`config.mk`:
```
export PLATFORM = sky130hd
export DESIGN_NAME = banana_tracker
export DESIGN_NICKNAME = d
export VERILOG_FILES = /design/src/rtl/banana_tracker.sv
export SDC_FILE = /design/constraint.sdc
export NUM_CORES = 1
export LEC_CHECK = 0
export CORE_ASPECT_RATIO = 0.8
export CORE_MARGIN = 3
export CORE_UTILIZATION = 46
export DETAILED_ROUTE_END_ITERATION = 10
export PLACE_DENSITY = 0.81
export SLEW_MARGIN = 20
export SYNTH_ARGS = -nofsm -noshare
export SYNTH_HDL_FRONTEND = slang
export SYNTH_SLANG_ARGS = --single-unit
```
`constraint.sdc`:
```
create_clock -name Clk -period 4.8 [get_ports Clk]
set_input_delay 0.96 -clock Clk [delete_from_list [all_inputs] [get_ports Clk]]
set_output_delay 0.96 -clock Clk [all_outputs]
set_load 0.02 [all_outputs]
```
`src/rtl/banana_tracker.sv`:
```
// Banana collection tracker.
// Latches per-banana collision strobes into a sticky mask, keeps a registered
// population count of that mask, runs an IDLE/PLAY/DONE level state machine
// and accumulates a saturating BCD running total across levels for the score
// display.
module banana_tracker #(
   parameter int N_BANANAS    = 5,
   parameter int TOTAL_DIGITS = 2,
   parameter int CNT_W        = $clog2(N_BANANAS + 1)
) (
   input  logic                      Clk,
   input  logic                      Reset,
   input  logic                      level_start,
   input  logic [N_BANANAS-1:0]      collide,
   output logic [N_BANANAS-1:0]      collected,
   output logic [CNT_W-1:0]          count,
   output logic                      pickup,
   output logic                      all_collected,
   output logic                      playing,
   output logic [4*TOTAL_DIGITS-1:0] total_bcd
);

   typedef enum logic [1:0] {
      IDLE = 2'd0,
      PLAY = 2'd1,
      DONE = 2'd2
   } state_t;

   state_t state;

   logic [N_BANANAS-1:0]      newBits;
   logic [N_BANANAS-1:0]      nextCollected;
   logic [3:0]                newCount;
   logic [3:0]                nextPop;
   logic [4*TOTAL_DIGITS-1:0] bcdSum;
   logic [4:0]                digitSum;
   logic [4:0]                carry;

   // Population count of a banana mask; at most nine bananas, so four bits suffice.
   function automatic logic [3:0] popCount(input logic [N_BANANAS-1:0] v);
      logic [3:0] c;
      c = 4'd0;
      for (int i = 0; i < N_BANANAS; i++) begin
         c = c + {3'b000, v[i]};
      end
      return c;
   endfunction

   // Bananas newly hit this cycle; only PLAY accepts them, and a level restart drops them.
   always_comb begin
      newBits = '0;
      if (state == PLAY && !level_start) begin
         newBits = collide & ~collected;
      end
      nextCollected = collected | newBits;
      newCount      = popCount(newBits);
      nextPop       = popCount(nextCollected);
   end

   // Ripple the new-banana count through the BCD digits; a carry out of the top digit pins the total at all nines.
   always_comb begin
      bcdSum   = '0;
      digitSum = '0;
      carry    = {1'b0, newCount};
      for (int d = 0; d < TOTAL_DIGITS; d++) begin
         digitSum = {1'b0, total_bcd[4*d +: 4]} + carry;
         if (digitSum > 5'd9) begin
            bcdSum[4*d +: 4] = 4'(digitSum - 5'd10);
            carry            = 5'd1;
         end else begin
            bcdSum[4*d +: 4] = digitSum[3:0];
            carry            = 5'd0;
         end
      end
      if (carry != 5'd0) begin
         bcdSum = {TOTAL_DIGITS{4'h9}};
      end
   end

   // Level state machine with every output held in a register.
   always_ff @(posedge Clk or posedge Reset) begin
      if (Reset) begin
         state         <= IDLE;
         collected     <= '0;
         count         <= '0;
         pickup        <= 1'b0;
         all_collected <= 1'b0;
         playing       <= 1'b0;
         total_bcd     <= '0;
      end else if (level_start) begin
         state         <= PLAY;
         collected     <= '0;
         count         <= '0;
         pickup        <= 1'b0;
         all_collected <= 1'b0;
         playing       <= 1'b1;
      end else begin
         case (state)
            PLAY: begin
               collected <= nextCollected;
               count     <= CNT_W'(nextPop);
               pickup    <= |newBits;
               total_bcd <= bcdSum;
               if (&nextCollected) begin
                  state         <= DONE;
                  all_collected <= 1'b1;
                  playing       <= 1'b0;
               end
            end
            default: begin
               pickup <= 1'b0;
            end
         endcase
      end
   end

endmodule

```
# Yosys cells after proc, flatten, opt, wreduce, memory -nomap -nowiden
# Cells that the tools add are included.
# totals
regBits,21
output_inout_bits,19
# op_classes
n_lt_le_gt_ge,2
add_sub_neg,12
reduce_logical,9
n_eq_ne,1
n_mux,21
n_bitwise,4
# op_table
op,count
$mux W5,3
$gt A5 B4 Y1 const B,2
$mux W1,10
$mux W4,2
$mux W8,1
$sub A4 B4 Y4 const B,2
$add A2 B1 Y3,2
$add A3 B1 Y3,2
$mux W2,3
$mux W3,2
$add A4 B1 Y5,1
$add A4 B4 Y5,1
$and A5 B5 Y5,1
$not A5 Y5,1
$or A5 B5 Y5,1
$reduce_and A5 Y1,1
$reduce_bool A5 Y1,1
$reduce_or A5 Y1,1
$add A1 B1 Y2,2
$add A3 B1 Y4,1
$add A4 B1 Y4,1
$reduce_and A2 Y1,2
$reduce_bool A2 Y1,2
$eq A2 B1 Y1 const B,1
other kinds (3),3

# Logic depth before layout (Yosys ltp)
# Gate-level depths: netlist of the first run.
# depth
depth_word,15
ltp_mapped,22
depth_no_buf,20

# Least setup slack after synthesis of the first run
# Ideal clock, no wire load.
# synth_timing
kind,input -> register
from,in level_start
to,reg total_bcd[2]
n_path_buf,0
path_slack_ns,-0.160
stages,19
setup_ns,0.086
arrival_time_ns,4.875
cell_sequence,clkinv_1 -> nand2_2 -> nor3b_1 -> fa_1 -> inv_1 -> fa_1 -> inv_1 -> ha_1 -> inv_1 -> fa_1 -> a21boi_1 -> o31ai_1 -> a221oi_2 -> ha_1 -> ha_1 -> o22a_1 -> o22a_1 -> nand2b_1 -> a32oi_1
# synth_between
elab_chain_cells,15
# synth_rtl
item,line,text
from (decl),13,"input logic level_start,"
$logic_not A1 Y1,52,if (state == PLAY && !level_start) begin
$logic_and A1 B1 Y1,52,
$mux W5,52,
$add A1 B1 Y2,44,"c = c + {3'b000, v[i]};"
$add A2 B1 Y3,44,
$add A3 B1 Y4,44,
$add A4 B1 Y4,44,
$add A4 B4 Y5,66,"digitSum = {1'b0, total_bcd[4*d +: 4]} + carry;"
$gt A5 B4 Y1,67,if (digitSum > 5'd9) begin
$mux W1,67,
$add A4 B1 Y5,66,
$gt A5 B4 Y1,67,
$mux W1,67,
$reduce_bool A5 Y1,75,if (carry != 5'd0) begin
$mux W8,75,
to (signal assigned),103,total_bcd <= bcdSum;
to (decl),20,output logic [4*TOTAL_DIGITS-1:0] total_bcd
# Several ways; a longest one is shown, not always the timed one.
# A chain may end at the register's enable or synchronous reset.

# Final worst setup path of the first run
# layout_timing
from,in level_start
to,reg count[0]
# layout_between
elab_chain_cells,10
# layout_rtl
item,line,text
$logic_not A1 Y1,52,
$logic_and A1 B1 Y1,52,
$mux W5,52,
$or A5 B5 Y5,55,nextCollected = collected | newBits;
$add A1 B1 Y2,44,
$add A2 B1 Y3,44,
$add A3 B1 Y3 (2 in series),44,
$mux W3,98,case (state)
$mux W3,90,end else if (level_start) begin
to (signal assigned),101,count <= CNT_W'(nextPop);
to (decl),16,"output logic [CNT_W-1:0] count,"
# Several ways; a longest one is shown, not always the timed one. The select of a mux whose other input is x is not followed.

==> results of run 1 <==
-- layout by cell type (no fill, tap or decap), types with 2 or more instances in the layout --
master,instances
nand2b_4,2
nand2_1,13
clkdlybuf4s50_1,23
nor2b_1,7
buf_4,44
nand2b_1,3
clkbuf_8,3
ha_2,2
fa_1,3
nor2_1,12
ha_1,5
inv_1,9
nand3b_1,4
dfrtp_1,19
nor3b_4,2
o21ai_1,5
mux2i_1,4
nand3_1,3
inv_2,2
o21ai_0,3
ha_4,2
a21oi_1,6
fa_2,2
-- routing by layer --
layer	vias to the layer above	share of wire
li1	618	-
met1	648	0.41
met2	56	0.49
met3	14	0.064
met4	0	0.029
met5	-	0
-- worst paths after layout --
check | endpoint | slack [ps] | depth (start not counted)
setup reg to reg | total_bcd[2]$_DFFE_PP0P_ | 230 | 19
max in group asynchronous | count[0]$_DFFE_PP0P_ | 3190 | 2
hold reg to reg | count[0]$_DFFE_PP0P_ | 530 | 2
hold / removal | count[0]$_DFFE_PP0P_ | 530 | 2
min in group asynchronous | total_bcd[5]$_DFFE_PP0P_ | 1130 | 2
setup / recovery | count[0]$_DFFE_PP0P_ | 20 | 30
-- sequential cells by signal, summed over array words and instances (netlist names) --
signal	cells
all_collected	1
collected	5
total_bcd	8
count	3
state	1
pickup	1
-- power breakdown --
| part | switching [mW] | internal [mW] | total (mW) |
|---|---|---|---|
| Combinational | 0.273 | 0.277 | 0.550 |
| Clock | 0.0572 | 0.0592 | 0.116 |
| Sequential | 0.0345 | 0.191 | 0.225 |
| Total | 0.365 | 0.527 | 0.892 |
-- synth_stat cells (2+ instances only) --
cell / number / share of area
nand2b_1: 5 / 0.023
buf_6: 2 / 0.017
nor2_1: 13 / 0.036
o21ai_0: 3 / 0.011
nand3_1: 3 / 0.011
nand3b_1: 4 / 0.022
ha_1: 9 / 0.083
nor2b_1: 7 / 0.032
a21oi_1: 6 / 0.022
buf_2: 3 / 0.011
o21ai_1: 6 / 0.022
mux2i_1: 4 / 0.030
nand2_1: 14 / 0.039
o31ai_1: 2 / 0.011
dfrtp_1: 19 / 0.35
fa_1: 5 / 0.074
inv_1: 11 / 0.031
o22a_1: 2 / 0.013
-- what timing repair did --
action / CTS / global route
setup buffers: 27 / 3
endpoints found under the hold margin: 0 / 0
pin swaps: 9 / 11
endpoints found under the setup margin: 8 / 7
resized for setup: 12 / 10
gates cloned: 0 / 0
-- area by class of cell --
type,count,area share
clock buffers,4,0.0215
inverters,12,0.0221
multi-input cells,105,0.424
flip-flops and latches,19,0.227
well taps,36,0.0215
repair buffers,70,0.284
-- cells by family after synthesis --
logic type,share of synthesized area
DFF,0.352
muxes,0.0379
AOI/OAI and AO/OA,0.151
adders and majority gates,0.157
and+or+nand+nor,0.226
buffers and inverters,0.0638
xor gates and xnor gates,0.0130
-- critical path: cells and delay by family --
family	cells	cell delay, ps
and+or+nand+nor	4	430
buffers and inverters	24	2980
adders and majority gates	1	430
muxes	1	150
==> impl_metrics.py, run 1 <==
metrics = {
    "yosys": {
        "synthFlopType": "dfrtp_1",
        "synthArstFlopShare": 1.00,
        "netlist_instances": 142,
        "synth_area_um2": 1350,
        "synth-seq-cells": 19,
        "yosys_warnings": 0,
        "synth-seq-area-share": 0.352,
        "avgSynthCellArea_um2": 9.52,
        "synth_fp_nets": 164,
        "synth-edff-count": 0,
        "synthDistinctLibCells": 42,
    },
    "worst_setup_path": {
        "slowest_delay_ps": 430,
        "cpMaxStageDelayCell": "fa_2",
        "startpoint": "level_start",
        "cp-end-kind": "flip-flop",
        "path_common_cell": "buf_4",
        "critPathKind": "primary input to flip-flop",
        "r2r_start": "all_collected$_DFFE_PP0P_",
        "cp.arrival_ps": 4930,
        "required_ps": 4950,
        "worst-path-max-fanout": 3,
        "startpoint_type": "primary input",
    },
    "clock_tree": {
        "h-tree-depth": 1,
        "clock_sinks": 19,
        "cts-root-buf": "clkbuf_8",
        "clk_pin_slew_ps": 70,
        "cts_made_buffers": 3,
        "hold_buffers": 0,
        "tritoncts": "done",
        "cts_buffer_depth": 2,
        "clk_latency_ps": 260,
    },
    "timing": {
        "worst_slew_pin_slew_ps": 774,
        "timing.final.crit_share": 0.996,
        "relSlewSlack": 0.484,
        "setup_viol_count_final": 0,
        "hold_viol": 0,
        "hold-worst-slack_ps": 530,
        "clock_skew_ps": 2.49,
        "rsz0062_at_grt": "true",
        "fin_crit_ps": 4780,
        "fin_ws_ps": 21.4,
        "drv_slew": 0,
        "tns_ps": 0,
        "fmaxAchievable_mhz": 209,
    },
    "global_route": {
        "grt_use_met2": 0.434,
        "grt_max_degree": 20,
        "track_usage": 0.251,
        "antenna_found_initial": 0,
        "use_met1": 0.298,
        "grt_remaining_overflow": 0,
        "busiest_layer": "met2",
        "grt_pass1_wl_um": 6690,
        "grt_pass1_vias": 1418,
        "met3_usage": 0.0698,
    },
    "power": {
        "p_leak_nw": 0.993,
        "ir_drop_v": 0.000297,
        "power_mw": 0.892,
        "powerDensity_nw_per_um2": 426,
    },
    "layout": {
        "fill_cells": 143,
        "drive_gt1_frac": 0.348,
        "multi_input_area_um2": 887,
        "stdcell_area_um2": 2090,
        "final_util": 0.798,
        "regArea_um2": 475,
        "antenna_cells": 0,
        "layout.nets": 233,
        "layout.cells.non_filler": 246,
        "syn_to_final_growth_pct": 54.8,
    },
    "placement": {
        "post-dp-hpwl_um": 2530,
        "placed_cell_area_um2": 1770,
        "place_inst": 212,
        "gp_congestion": 0.809,
        "portBuffers": 26,
        "pre_cts_slack_ps": -695,
    },
    "drt": {
        "num_vias": 1336,
        "firstDrtPassIters": 4,
        "wirelength_um": 4170,
        "viasPerCell": 5.43,
        "drc": 0,
        "drt-initial-drc-count": 51,
        "routedWlPerCell_um": 17.0,
        "antenna_left": 0,
    },
    "die": {
        "die_area_um2": 3630,
        "die_h_um": 54.5,
        "io_pins": 27,
        "core_region_area_um2": 2620,
        "rows": 16,
        "start_util": 0.516,
        "die_w_um": 66.6,
    },
    "outcome": {
        "status": "complete, no violations",
    },
    "flow_run": {
        "cap_viol_max_count": 0,
    },
    "hold_path": {
        "worstHoldStart": "count[0]$_DFFE_PP0P_",
        "hold_class": "flip-flop to flip-flop",
    },
}
(Power assumes the default switching activity.)
==> run 2, diff against run 1 <==
Settings changed: ABC_AREA from default to 1, CORE_UTILIZATION 46 to 45, GPL_TIMING_DRIVEN from default to 0, REMOVE_ABC_BUFFERS from default to 1.
==> run 2 against run 1 <==
Clock-buffer cell count unchanged. Routed wire length decreased by 35%. Utilization is 15 points lower. Cell count down 14%. Sequential cell count is the same. Sequential share of layout area grew 5.8 points. Synthesized cell count rose by 2.1%. Power shrank 15%. Critical path depth fell by 7. Clock power down 30%.
==> impl_metrics.py, run 2 <==
metrics = {
    "worst_setup_path": {
        "path_buf_inv": 5,
        "slowest_delay_ps": 560,
        "cpMaxStageDelayCell": "fa_1",
        "path_delay_family": "adder cells",
        "r2r_slack_ps": 550,
        "required_ps": 4990,
        "path_common_cell": "ha_2",
        "cp-end-kind": "flip-flop",
        "path_cells": "clkdlybuf4s50_1, inv_2, nor3_4, fa_1, inv_2, fa_1, inv_1, ha_2, inv_1, fa_2, or2_1, nand3_2, nand3_4, nand2_2, ha_2, ha_2, nand2_1, nor2_4, nor2_8, nand3_2, nand2_4, nand3_1, nand2_1",
        "startpoint_type": "primary input",
        "worst-path-max-fanout": 5,
        "cp.arrival_ps": 4790,
        "critPathKind": "primary input to flip-flop",
    },
    "global_route": {
        "antenna_found_initial": 0,
        "grt_pass1_vias": 1041,
        "grt_use_met2": 0.296,
        "busiest_layer": "met2",
        "use_met1": 0.227,
        "grt_max_degree": 20,
        "grt_pass1_wl_um": 4620,
        "grt_remaining_overflow": 0,
        "track_usage": 0.174,
        "met3_usage": 0.0418,
    },
    "clock_tree": {
        "cts_made_buffers": 3,
        "cts-root-buf": "clkbuf_4",
        "clk_latency_ps": 300,
        "h-tree-depth": 1,
        "clock_sinks": 19,
        "clk_pin_slew_ps": 100,
        "tritoncts": "done",
        "cts_buffer_depth": 2,
        "hold_buffers": 0,
    },
    "placement": {
        "post-dp-hpwl_um": 2080,
        "portBuffers": 26,
        "place_inst": 206,
        "gp_congestion": 0.848,
        "pre_cts_slack_ps": -1080,
        "placed_cell_area_um2": 1580,
    },
    "die": {
        "io_pins": 27,
        "die_area_um2": 3560,
        "die_w_um": 65.9,
        "start_util": 0.500,
        "rows": 16,
        "core_region_area_um2": 2580,
        "die_h_um": 53.9,
    },
    "yosys": {
        "synth_area_um2": 1290,
        "synthArstFlopShare": 1.00,
        "synth_top_area_frac": 0.368,
        "yosys_warnings": 0,
        "synth_most_common_cell": "nand2_1",
        "synthFlopType": "dfrtp_1",
        "yosysTopAreaCell": "dfrtp_1",
        "synth-seq-cells": 19,
        "synth.top_cells.by_count": "29 x nand2_1, 27 x inv_1, 19 x dfrtp_1",
        "synth_area_leaders": "dfrtp_1 37%, ha_1 8.7%, nand2_1 8.4%, inv_1 7.8%, fa_1 7.7%",
        "synthDistinctLibCells": 29,
        "synth-seq-area-share": 0.368,
        "avgSynthCellArea_um2": 8.91,
        "netlist_instances": 145,
        "synth-edff-count": 0,
    },
    "layout": {
        "fill_cells": 201,
        "layout.cells.non_filler": 211,
        "stdcell_area_um2": 1670,
        "drive_gt1_frac": 0.177,
        "regMostFlops": "total_bcd",
        "layout_commonest_cell": "nand2_1",
        "top_regs": "total_bcd (8), collected (5), count (3)",
        "largest_reg_flops": 8,
        "syn_to_final_growth_pct": 28.9,
        "layout.nets": 198,
        "final_cell_mix": "28 x nand2_1, 25 x inv_1, 25 x clkdlybuf4s50_1",
        "antenna_cells": 0,
    },
    "timing": {
        "drv_slew": 0,
        "fin_crit_ps": 4600,
        "clock_skew_ps": 3.27,
        "hold_viol": 0,
        "timing.final.crit_share": 0.958,
        "relSlewSlack": 0.500,
        "setup_viol_count_final": 0,
        "fmaxAchievable_mhz": 217,
        "rsz0062_at_grt": "false",
        "worst_slew_pin_slew_ps": 750,
        "fin_ws_ps": 201,
    },
    "drt": {
        "drt-initial-drc-count": 49,
        "num_vias": 1027,
        "drc": 0,
        "firstDrtPassIters": 4,
        "wirelength_um": 2730,
        "routedWlPerCell_um": 12.9,
        "antenna_left": 0,
        "viasPerCell": 4.87,
    },
    "power": {
        "p_leak_nw": 0.809,
        "ir_drop_v": 0.000283,
        "powerDensity_nw_per_um2": 457,
    },
    "hold_path": {
        "hold_class": "flip-flop to flip-flop",
    },
    "flow_run": {
        "cap_viol_max_count": 0,
    },
    "outcome": {
        "status": "complete, no violations",
    },
}
## run 2: cell count changes in the layout (fill, tap and decap cells not counted), sizes merged, moves of 5 or more
cell    change
nor2b       -7
o21ai       -5
nand3      +13
nand2      +19
nand2b      -5
buf        -43
inv        +18
## run 2: layout make-up
type | instances | area, um^2 | area share
inverters | 29 | 114 | 0.0683
repair buffers | 27 | 263 | 0.158
well taps | 36 | 45.0 | 0.0270
flip-flops and latches | 19 | 475 | 0.285
clock buffers | 4 | 26.3 | 0.0158
multi-input cells | 96 | 743 | 0.446
## run 2: kinds of logic (layout without fill, tap and decap cells)
logic type,after synthesis,after routing,share of synthesized area
simple gates,66,66,0.273
buf+inv,30,60,0.102
flops,19,19,0.368
fa+ha+maj,14,14,0.165
compound gates,14,14,0.0794
xor+xnor,2,2,0.0136
## run 2: final timing paths
path | startpoint | end | depth (start not counted)
worst max-delay path | collide[2] | total_bcd[1]$_DFFE_PP0P_ | 23
worst min-delay path | count[2]$_DFFE_PP0P_ | count[2]$_DFFE_PP0P_ | 2
worst max register to register | all_collected$_DFFE_PP0P_ | total_bcd[1]$_DFFE_PP0P_ | 23
worst min register to register | count[2]$_DFFE_PP0P_ | count[2]$_DFFE_PP0P_ | 2
max in group asynchronous | Reset | count[1]$_DFFE_PP0P_ | 2
min in group asynchronous | Reset | state[0]$_DFFE_PP0P_ | 2
## run 2: metal layers
metal  share of wire  routed length, um
met1            0.45               1230
met2            0.50               1360
met3           0.041                112
met4          0.0092                 25
met5               0                  0
## run 2: report_power, final
part           leakage [nW]  switching, mW  internal, mW  total, mW
clock                0.0150         0.0487        0.0324     0.0811
combinational         0.561          0.260         0.204      0.464
sequential            0.233         0.0266         0.189      0.216
total                 0.809          0.336         0.426      0.761
## run 2: tightest hold or removal path: stages, from the launching register on
cell and delay [ps]:
dfrtp_1 360, nand3_1 70, nand2_1 60
## run 2: what timing repair did
action	4_1_cts	5_1_grt
pin swaps	0	5
buffers inserted	1	0
setup endpoints to repair	8	8
gates cloned	0	0
gates resized for setup	9	13
## run 2: stage by stage
stage	TNS, ps	hold slack, ps	util	total power [mW]
2_1_floorplan	0	614	-	0.519
3_3_place_gp	-6100	496	0.611	0.624
3_5_place_dp	-7820	497	0.611	0.641
4_1_cts	0	523	0.636	0.734
5_1_grt	0	565	0.645	0.833
6_report	0	523	0.645	0.761
==> run 3, diff against run 2 <==
Settings changed: CAP_MARGIN from default to 20, CORE_UTILIZATION 45 to 56, DONT_BUFFER_PORTS from default to 1, PLACE_DENSITY 0.81 to 0.8.
==> run 3 against run 2 <==
Via count down 8.3%. Global-route usage up 1.2 points. Sequential power up 18%. Cell count down 18%. Clock power down 1%.
==> impl_metrics.py, run 3 (synthesis gave the netlist of run 2 again) <==
metrics = {
    "layout": {
        "top_regs": "total_bcd (8), collected (5), count (3)",
        "layout.nets": 171,
        "multi_input_area_um2": 717,
        "final_cell_mix": "28 x nand2_1, 27 x inv_1, 18 x dfrtp_1",
        "final_util": 0.670,
        "syn_to_final_growth_pct": 5.32,
        "fill_cells": 165,
        "layout.cells.non_filler": 172,
        "regArea_um2": 477,
        "drive_gt1_frac": 0.162,
        "antenna_cells": 0,
        "largest_reg_flops": 8,
        "regMostFlops": "total_bcd",
        "layout_commonest_cell": "nand2_1",
    },
    "clock_tree": {
        "clock_sinks": 19,
        "cts-root-buf": "clkbuf_4",
        "cts_made_buffers": 3,
        "h-tree-depth": 1,
        "tritoncts": "done",
        "clk_latency_ps": 290,
        "cts_buffer_depth": 2,
        "clk_pin_slew_ps": 100,
        "cts_setup_buffers": 0,
    },
    "power": {
        "power_mw": 0.673,
        "ir_drop_v": 0.000423,
        "powerDensity_nw_per_um2": 494,
        "p_leak_nw": 0.707,
    },
    "die": {
        "die_area_um2": 2920,
        "start_util": 0.636,
        "rows": 14,
        "core_region_area_um2": 2030,
        "die_h_um": 49.0,
        "io_pins": 27,
        "die_w_um": 59.7,
    },
    "drt": {
        "wirelength_um": 2400,
        "viasPerCell": 5.48,
        "firstDrtPassIters": 4,
        "drc": 0,
        "routedWlPerCell_um": 14.0,
        "drt-initial-drc-count": 55,
        "num_vias": 942,
        "antenna_left": 0,
    },
    "timing": {
        "timing.final.crit_share": 0.930,
        "relSlewSlack": 0.528,
        "setup_viol_count_final": 0,
        "hold-worst-slack_ps": 655,
        "fin_crit_ps": 4470,
        "rsz0062_at_grt": "false",
        "drv_slew": 0,
        "clock_skew_ps": 2.96,
        "hold_viol": 0,
        "fmaxAchievable_mhz": 224,
        "worst_slew_pin_slew_ps": 708,
        "fin_ws_ps": 334,
    },
    "worst_setup_path": {
        "cp.arrival_ps": 4660,
        "path_cells": "inv_2, nand2_8, nor3_4, fa_1, inv_1, fa_1, inv_1, ha_1, inv_1, fa_1, or2_1, nand3_1, nand3_2, nand2_2, ha_1, ha_2, nand2_1, nor2_4, nor2_8, nand3_2, nand2_4, nand3_1, nand2_1",
        "worst-path-max-fanout": 12,
        "critPathKind": "primary input to flip-flop",
        "cp-end-kind": "flip-flop",
        "startpoint_type": "primary input",
        "cpMaxStageDelayCell": "fa_1",
        "required_ps": 5000,
        "slowest_delay_ps": 450,
    },
    "placement": {
        "place_inst": 168,
        "post-dp-hpwl_um": 1930,
        "gp_congestion": 0.830,
        "pre_cts_slack_ps": -244,
        "portBuffers": 0,
    },
    "global_route": {
        "track_usage": 0.186,
        "grt_max_degree": 20,
        "grt_pass1_wl_um": 4280,
        "grt_remaining_overflow": 0,
        "antenna_found_initial": 0,
        "grt_pass1_vias": 1008,
    },
    "flow_run": {
        "cap_viol_max_count": 0,
    },
    "hold_path": {
        "hold_class": "primary input to asynchronous set/reset pin",
    },
    "outcome": {
        "status": "complete, no violations",
    },
}
==> run 3: changes by cell type in the layout (fill, tap and decap cells not counted), moves of 2 or more <==
cell / previous run / this run
ha_2: 3 / 1
inv_1: 25 / 27
clkdlybuf4s50_1: 25 / 0
ha_1: 6 / 8
==> run 3: metrics by stage <==
stage	TNS [ps]	cell area, um^2
2_1_floorplan	0	1270
3_5_place_dp	-1090	1300
5_1_grt	0	1360
4_1_cts	0	1330
6_report	0	1360
3_3_place_gp	-418	1300
==> run 3: path summary, 6_finish.rpt <==
kind,start,to,slack (ps),cells after the start
hold reg to reg,count[2]$_DFFE_PP0P_,count[2]$_DFFE_PP0P_,660,2
setup / recovery,level_start,total_bcd[1]$_DFFE_PP0P_,330,23
hold / removal,Reset,total_bcd[7]$_DFFE_PP0P_,650,1
min in group Clk,count[2]$_DFFE_PP0P_,count[2]$_DFFE_PP0P_,660,2
max in group asynchronous,Reset,state[0]$_DFFE_PP0P_,3660,1
setup reg to reg,all_collected$_DFFE_PP0P_,total_bcd[1]$_DFFE_PP0P_,390,23
==> run 3: critical path: cells and delay by family <==
family                   cells  cell delay [ps]
AND/OR/NAND/NOR             13             1610
adder cells (fa/ha/maj)      6             1770
buffers and inverters        4              320
==> run 3: routing by layer <==
metal	share of wire	wire length, um	global-route usage	up-vias
li1	-	-	-	468
met1	0.43	1040	0.236	441
met2	0.48	1140	0.297	31
met3	0.086	206	0.0741	2
met4	0.0058	14	0.0406	0
met5	0	0	0	-
==> run 3: area by class of cell <==
| type | instances | share of cell area |
|---|---|---|
| inverter | 29 | 0.0818 |
| tap | 24 | 0.0221 |
| sequential | 19 | 0.350 |
| clock buffer | 4 | 0.0193 |
| multi-input combinational | 96 | 0.527 |
==> run 3: timing repair <==
item | 4_1_cts | 5_1_grt
hold buffers | 0 | 0
resized for setup | 0 | 8
endpoints found under the setup margin | 0 | 8
==> run 3: where the power goes <==
part / internal [mW] / leakage (nW) / switching [mW] / total [mW]
Sequential: 0.189 / 0.232 / 0.0652 / 0.254
Combinational: 0.137 / 0.459 / 0.201 / 0.339
Clock: 0.0324 / 0.0150 / 0.0475 / 0.0799
Total: 0.359 / 0.707 / 0.314 / 0.673
